**src/rtl/mcc_control_fsm.sv**
```systemverilog
// Multi-cycle control FSM for the 16-bit Multi_Cycle_Computer: sequences each instruction,
// arbitrates the unified memory by req/ready, counts retired instructions and stops on fault or HALT.
module mcc_control_fsm #(
    parameter int CNT_W       = 16,
    parameter int MEM_TIMEOUT = 15
) (
    input  logic             clock,
    input  logic             reset,
    input  logic [3:0]       opcode,
    input  logic             alu_zero,
    input  logic             mem_ready,
    output logic             mem_req,
    output logic             mem_we,
    output logic             iord,
    output logic             ir_we,
    output logic             pc_we,
    output logic [1:0]       pc_src,
    output logic             alu_src_a,
    output logic [1:0]       alu_src_b,
    output logic [1:0]       alu_op,
    output logic             reg_we,
    output logic             reg_dst,
    output logic             mem_to_reg,
    output logic             halted,
    output logic             bus_error,
    output logic             illegal_op,
    output logic [CNT_W-1:0] instr_count,
    output logic [3:0]       state
);

    typedef enum logic [3:0] {
        S_FETCH  = 4'd0,  S_DECODE = 4'd1,  S_EXEC_R = 4'd2,  S_WB_R   = 4'd3,
        S_EXEC_I = 4'd4,  S_WB_I   = 4'd5,  S_ADDR   = 4'd6,  S_MEM_RD = 4'd7,
        S_MEM_WR = 4'd8,  S_WB_MEM = 4'd9,  S_BRANCH = 4'd10, S_JUMP   = 4'd11,
        S_HALT   = 4'd12
    } state_t;

    localparam logic [7:0] TO_LAST = 8'(MEM_TIMEOUT - 1);

    state_t           r_state;
    state_t           w_next;
    logic [7:0]       r_wait;
    logic [CNT_W-1:0] r_count;
    logic             r_bus_err;
    logic             w_retire;
    logic             w_timeout;

    always_comb begin
        w_next     = r_state;
        w_retire   = 1'b0;
        w_timeout  = 1'b0;
        mem_req    = 1'b0;
        mem_we     = 1'b0;
        iord       = 1'b0;
        ir_we      = 1'b0;
        pc_we      = 1'b0;
        pc_src     = 2'd0;
        alu_src_a  = 1'b0;
        alu_src_b  = 2'd0;
        alu_op     = 2'd0;
        reg_we     = 1'b0;
        reg_dst    = 1'b0;
        mem_to_reg = 1'b0;
        illegal_op = 1'b0;
        case (r_state)
            S_FETCH: begin
                mem_req   = 1'b1;
                alu_src_b = 2'd1;
                w_timeout = !mem_ready && (r_wait == TO_LAST);
                if (mem_ready) begin
                    ir_we  = 1'b1;
                    pc_we  = 1'b1;
                    w_next = S_DECODE;
                end else if (w_timeout) begin
                    w_next = S_HALT;
                end
            end
            S_DECODE: begin
                alu_src_b = 2'd2;
                case (opcode)
                    4'h0:       w_next = S_EXEC_R;
                    4'h1:       w_next = S_EXEC_I;
                    4'h2, 4'h3: w_next = S_ADDR;
                    4'h4:       w_next = S_BRANCH;
                    4'h5:       w_next = S_JUMP;
                    4'hF: begin
                        w_next   = S_HALT;
                        w_retire = 1'b1;
                    end
                    default: begin
                        illegal_op = 1'b1;
                        w_next     = S_FETCH;
                    end
                endcase
            end
            S_EXEC_R: begin
                alu_src_a = 1'b1;
                alu_op    = 2'd2;
                w_next    = S_WB_R;
            end
            S_WB_R: begin
                reg_we   = 1'b1;
                reg_dst  = 1'b1;
                w_retire = 1'b1;
                w_next   = S_FETCH;
            end
            S_EXEC_I, S_ADDR: begin
                alu_src_a = 1'b1;
                alu_src_b = 2'd2;
                if (r_state == S_EXEC_I) w_next = S_WB_I;
                else                     w_next = (opcode == 4'h3) ? S_MEM_WR : S_MEM_RD;
            end
            S_WB_I: begin
                reg_we   = 1'b1;
                w_retire = 1'b1;
                w_next   = S_FETCH;
            end
            S_MEM_RD, S_MEM_WR: begin
                mem_req   = 1'b1;
                iord      = 1'b1;
                mem_we    = (r_state == S_MEM_WR);
                w_timeout = !mem_ready && (r_wait == TO_LAST);
                if (mem_ready) begin
                    // A store retires once the write commits; a load still has writeback
                    w_retire = (r_state == S_MEM_WR);
                    w_next   = (r_state == S_MEM_WR) ? S_FETCH : S_WB_MEM;
                end else if (w_timeout) begin
                    w_next = S_HALT;
                end
            end
            S_WB_MEM: begin
                reg_we     = 1'b1;
                mem_to_reg = 1'b1;
                w_retire   = 1'b1;
                w_next     = S_FETCH;
            end
            S_BRANCH: begin
                alu_src_a = 1'b1;
                alu_op    = 2'd1;
                pc_src    = 2'd1;
                pc_we     = alu_zero;
                w_retire  = 1'b1;
                w_next    = S_FETCH;
            end
            S_JUMP: begin
                pc_we    = 1'b1;
                pc_src   = 2'd2;
                w_retire = 1'b1;
                w_next   = S_FETCH;
            end
            S_HALT:  w_next = S_HALT;
            default: w_next = S_FETCH;
        endcase
        // Architectural writes are suppressed while reset is held
        if (reset) begin
            ir_we  = 1'b0;
            pc_we  = 1'b0;
            reg_we = 1'b0;
        end
    end

    always_ff @(posedge clock) begin
        if (reset) begin
            r_state   <= S_FETCH;
            r_wait    <= 8'd0;
            r_count   <= '0;
            r_bus_err <= 1'b0;
        end else begin
            r_state <= w_next;
            if (w_retire)  r_count   <= r_count + CNT_W'(1);
            if (w_timeout) r_bus_err <= 1'b1;
            // Wait count restarts whenever the FSM moves to a new state
            if (w_next != r_state)           r_wait <= 8'd0;
            else if (mem_req && !mem_ready)  r_wait <= r_wait + 8'd1;
        end
    end

    assign halted      = (r_state == S_HALT);
    assign bus_error   = r_bus_err;
    assign instr_count = r_count;
    assign state       = r_state;

endmodule

```
**config.mk**
```make
export PLATFORM = sky130hd
export DESIGN_NAME = mcc_control_fsm
export DESIGN_NICKNAME = d
export VERILOG_FILES = /design/src/rtl/mcc_control_fsm.sv
export SDC_FILE = /design/constraint.sdc
export NUM_CORES = 1
export LEC_CHECK = 0
export ABC_AREA = 0
export CAP_MARGIN = 10
export CORE_MARGIN = 4
export CORE_UTILIZATION = 30
export DETAILED_ROUTE_END_ITERATION = 6
export MAX_ROUTING_LAYER = met4
export PLACE_DENSITY_LB_ADDON = 0.15
export SETUP_SLACK_MARGIN = 0.5
export SYNTH_ARGS = -nofsm -noshare
export SYNTH_HDL_FRONTEND = slang
export SYNTH_SLANG_ARGS = --single-unit
```
**constraint.sdc**
```tcl
create_clock -name clock -period 2.3 [get_ports clock]
set_input_delay 0.23 -clock clock [delete_from_list [all_inputs] [get_ports clock]]
set_output_delay 0.23 -clock clock [all_outputs]
set_load 0.03 [all_outputs]
```
==> results.md <==
* Peak VDD IR at 0.329 mV
* Dpl cells at approximately 340
* Worst slew pin tran at between 0.3 and 0.4 ns
* Critical Path End Type: flip-flop
* Initial antenna violation count at 0
* Most common cell after layout, fill and taps aside: nor2_1
* Grt ovf at 0
* # H-tree levels at 2
* Vias in the first global route at between 1,500 and 2,000
* Clock sink total at 29
* Mux cell area share after synthesis at 0.0108
* Highest-count cells in the layout ignoring fill and taps: 35 x nor2_1, 24 x buf_4, 23 x clkdlybuf4s50_1
* Static leakage at ~1.1 nW
* Die width at around 87 µm
* Avg Inst Size Synth at around 8.3 µm²
* Worst setup margin at ~0.44 ns
* Relative slew slack at 0.762
* Post-DR wirelength/cell at between 10 and 15 µm
* Setup crit end: instr_count[15]$_SDFFE_PP0P_
* Via-per-instance ratio at roughly 5
* CP Depth at 8
* Crit start category: flip-flop
* CTS tree: done
* CORE AREA at around 6000 µm²
* Mapped Cells at ~230
* Worst path bufs/invs at 2
* Period utilisation layout at 0.808
* Post-route minimum period at approximately 1.9 ns
* Area Growth Syn to Fin at 50.0%
* Yosys cell types at between 50 and 60
* Fill cells at around 610
* Req. time, crit path at between 2 and 2.5 ns
* RR Endpoint: instr_count[15]$_SDFFE_PP0P_
* Largest net degree at the start of global routing at 22
* Worst skew pair latency at 0.28 ns
* CTS buffer count at 5
* DR vias at about 1,800
* Fin Setup TNS at 0 ns
* CP peak stage delay at approximately 0.37 ns
* Final Skew at roughly 0.0034 ns
* Outcome: complete, no violations
* FFs w/ async S/R, synth at 0
* Clock Path Buffers at 2
* R2R depth at 8
* Slowest CP cell: dfxtp_4
* Adder-cell share of the synthesized area at 0.0202
* Starting density of the core at 0.312
* WHS Path Cells at 2
* Yosys warning total at 0
* Ant. Diodes at 0
* # port buffers at 45
* FF+latch count, synth at 29
* MaxCap Viol Count at 0
* GRT Overall Usage at 0.139
* Global placement routability congestion at a little over 0.8
* # setup viols final at 0
* Ys flop type: dfxtp_1
* Synth top area cells: dfxtp_1 31%, nor2_1 7.5%, xnor2_1 6.1%
* Post-Place Cell Area at approximately 2500 µm²
* Cells along the critical path: buf_4 > o21ai_1 > o221a_4 > nand4_2 > buf_6 > nor4_4 > xnor2_1 > nor2_1
* Die area at 7510 µm²
* Dpl ws at -0.0364 ns
* CP delay by family, top: compound AO/OA/AOI/OAI gates
* Critical Path Source: state[1]$_SDFF_PP0_
* Mapped Area at about 1900 µm²
* Layout Utilization at 0.468
* Cell Rows at 28
* Count of nets after finishing at 301
* CP Class: flip-flop to flip-flop
* WL final at about 5000 µm
* Hold slack at approximately 0.5 ns
* Worst hold path class: flip-flop to flip-flop
* Leading area contributor after synthesis: dfxtp_1
* Global-route wire length before repair at a little over 8000 µm
* Fraction of layout cells with a size suffix above 1 at 0.344
* Power Density at around 620 nW/µm²
* Clock transition at path regs at approximately 0.060 ns
* Total power at roughly 1.7 mW
* Clock root cell: clkbuf_8
* Antenna Nets Post-Route at 0
* DP HPWL at 3470 µm
* # DRC at 0
* Post-synth EDFFs at 0
* Multi-input gate area at 1310 µm²
* CP max FO at 11
* Sequential standard cell area at approximately 600 µm²
* Sequential area share after synthesis at 0.313
* Largest family of logic cells by synthesized area: simple AND/OR/NAND/NOR gates
* Drt pass-1 iters at 4
* Syn_nets at around 240
* RSZ-0062 raised after global routing: true
* Hold Vio Cnt, Final at 0
* Compound-Gate Fraction of Synth Area at 0.168
* Max-slew violations at 0
* Final Cell Area at 2790 µm²
* FF-to-FF Start: state[1]$_SDFF_PP0_
* Fin cells at roughly 370
* Synth Area in Simple Gates at 0.317
* Drt first-iter violations at between 80 and 90
* Die height at just under 90 µm
* Area share of the largest cell type after synthesis at 0.313
* Hold_buf cts at 0
* Top Ports at 46
* Reg-to-reg slack, setup at approximately 0.44 ns
* CP arrival at about 2 ns
* Max Fclk at ~540 MHz
* Synth Area in XOR/XNOR at 0.104
==> sequential cells by signal, summed over array words and instances (netlist names) <==
name         flops
state            4
bus_error        1
instr_count     16
r_wait           8
==> what timing repair did <==
item | CTS | global route
resized for setup | 29 | 52
pin swaps | 3 | 9
buffers inserted | 5 | 10
setup endpoints to repair | 37 | 34
==> kinds of logic (layout without fill, tap and decap cells) <==
kind of cell,count (synthesis),in the layout
AND/OR/NAND/NOR,103,103
AO/OA/AOI/OAI,40,40
flip-flops,29,29
buffers and inverters,26,92
XOR/XNOR,22,22
adder cells (fa/ha/maj),3,3
multiplexers,2,2
==> final cells by class <==
cell class,count,share of cell area
Tap cell,75,0.0337
Timing Repair Buffer,72,0.224
Sequential cell,29,0.215
Clock buffer,8,0.0400
Multi-Input combinational cell,170,0.470
Inverter,12,0.0175
==> tightest hold or removal path: cells and delay by family, from the launching register on <==
family | cells | cell delay [ns]
flip-flops | 1 | 0.34
AND/OR/NAND/NOR | 1 | 0.07
AO/OA/AOI/OAI | 1 | 0.05
==> per-layer routing <==
layer,up-vias,part of all wire,GRT usage
li1,923,-,-
met1,838,0.46,0.183
met2,39,0.47,0.207
met3,5,0.050,0.0380
met4,0,0.011,0.0425
met5,-,0,-
==> how the worst min path moves through the flow <==
stage / startpoint / slack [ns] / end
2_1_floorplan: opcode[3] / 0.46 / state[1]$_SDFF_PP0_
4_1_cts: bus_error$_SDFFE_PP0P_ / 0.51 / bus_error$_SDFFE_PP0P_
5_1_grt: bus_error$_SDFFE_PP0P_ / 0.53 / bus_error$_SDFFE_PP0P_
3_3_place_gp: instr_count[6]$_SDFFE_PP0P_ / 0.49 / instr_count[6]$_SDFFE_PP0P_
3_5_place_dp: bus_error$_SDFFE_PP0P_ / 0.49 / bus_error$_SDFFE_PP0P_
6_report: bus_error$_SDFFE_PP0P_ / 0.49 / bus_error$_SDFFE_PP0P_
==> power by group <==
group | switching (mW) | internal, mW | total [mW]
combinational | 0.346 | 0.308 | 0.654
sequential | 0.0466 | 0.524 | 0.571
clock | 0.192 | 0.309 | 0.501
==> synthesized netlist by cell type (3+ instances only) <==
cell and number:
inv_1 12, o221a_2 3, nor2_1 37, a31oi_1 4, or3_1 3, o21ai_0 6
nor3_1 12, nor3b_1 3, a21oi_1 10, xnor2_1 13, clkbuf_1 3, ha_1 3
and3_1 3, dfxtp_1 29, and4bb_2 3, buf_2 6, xor2_1 9, nand2_1 12
nand3_1 8
Note: power is estimated with default switching activity, not from simulation.
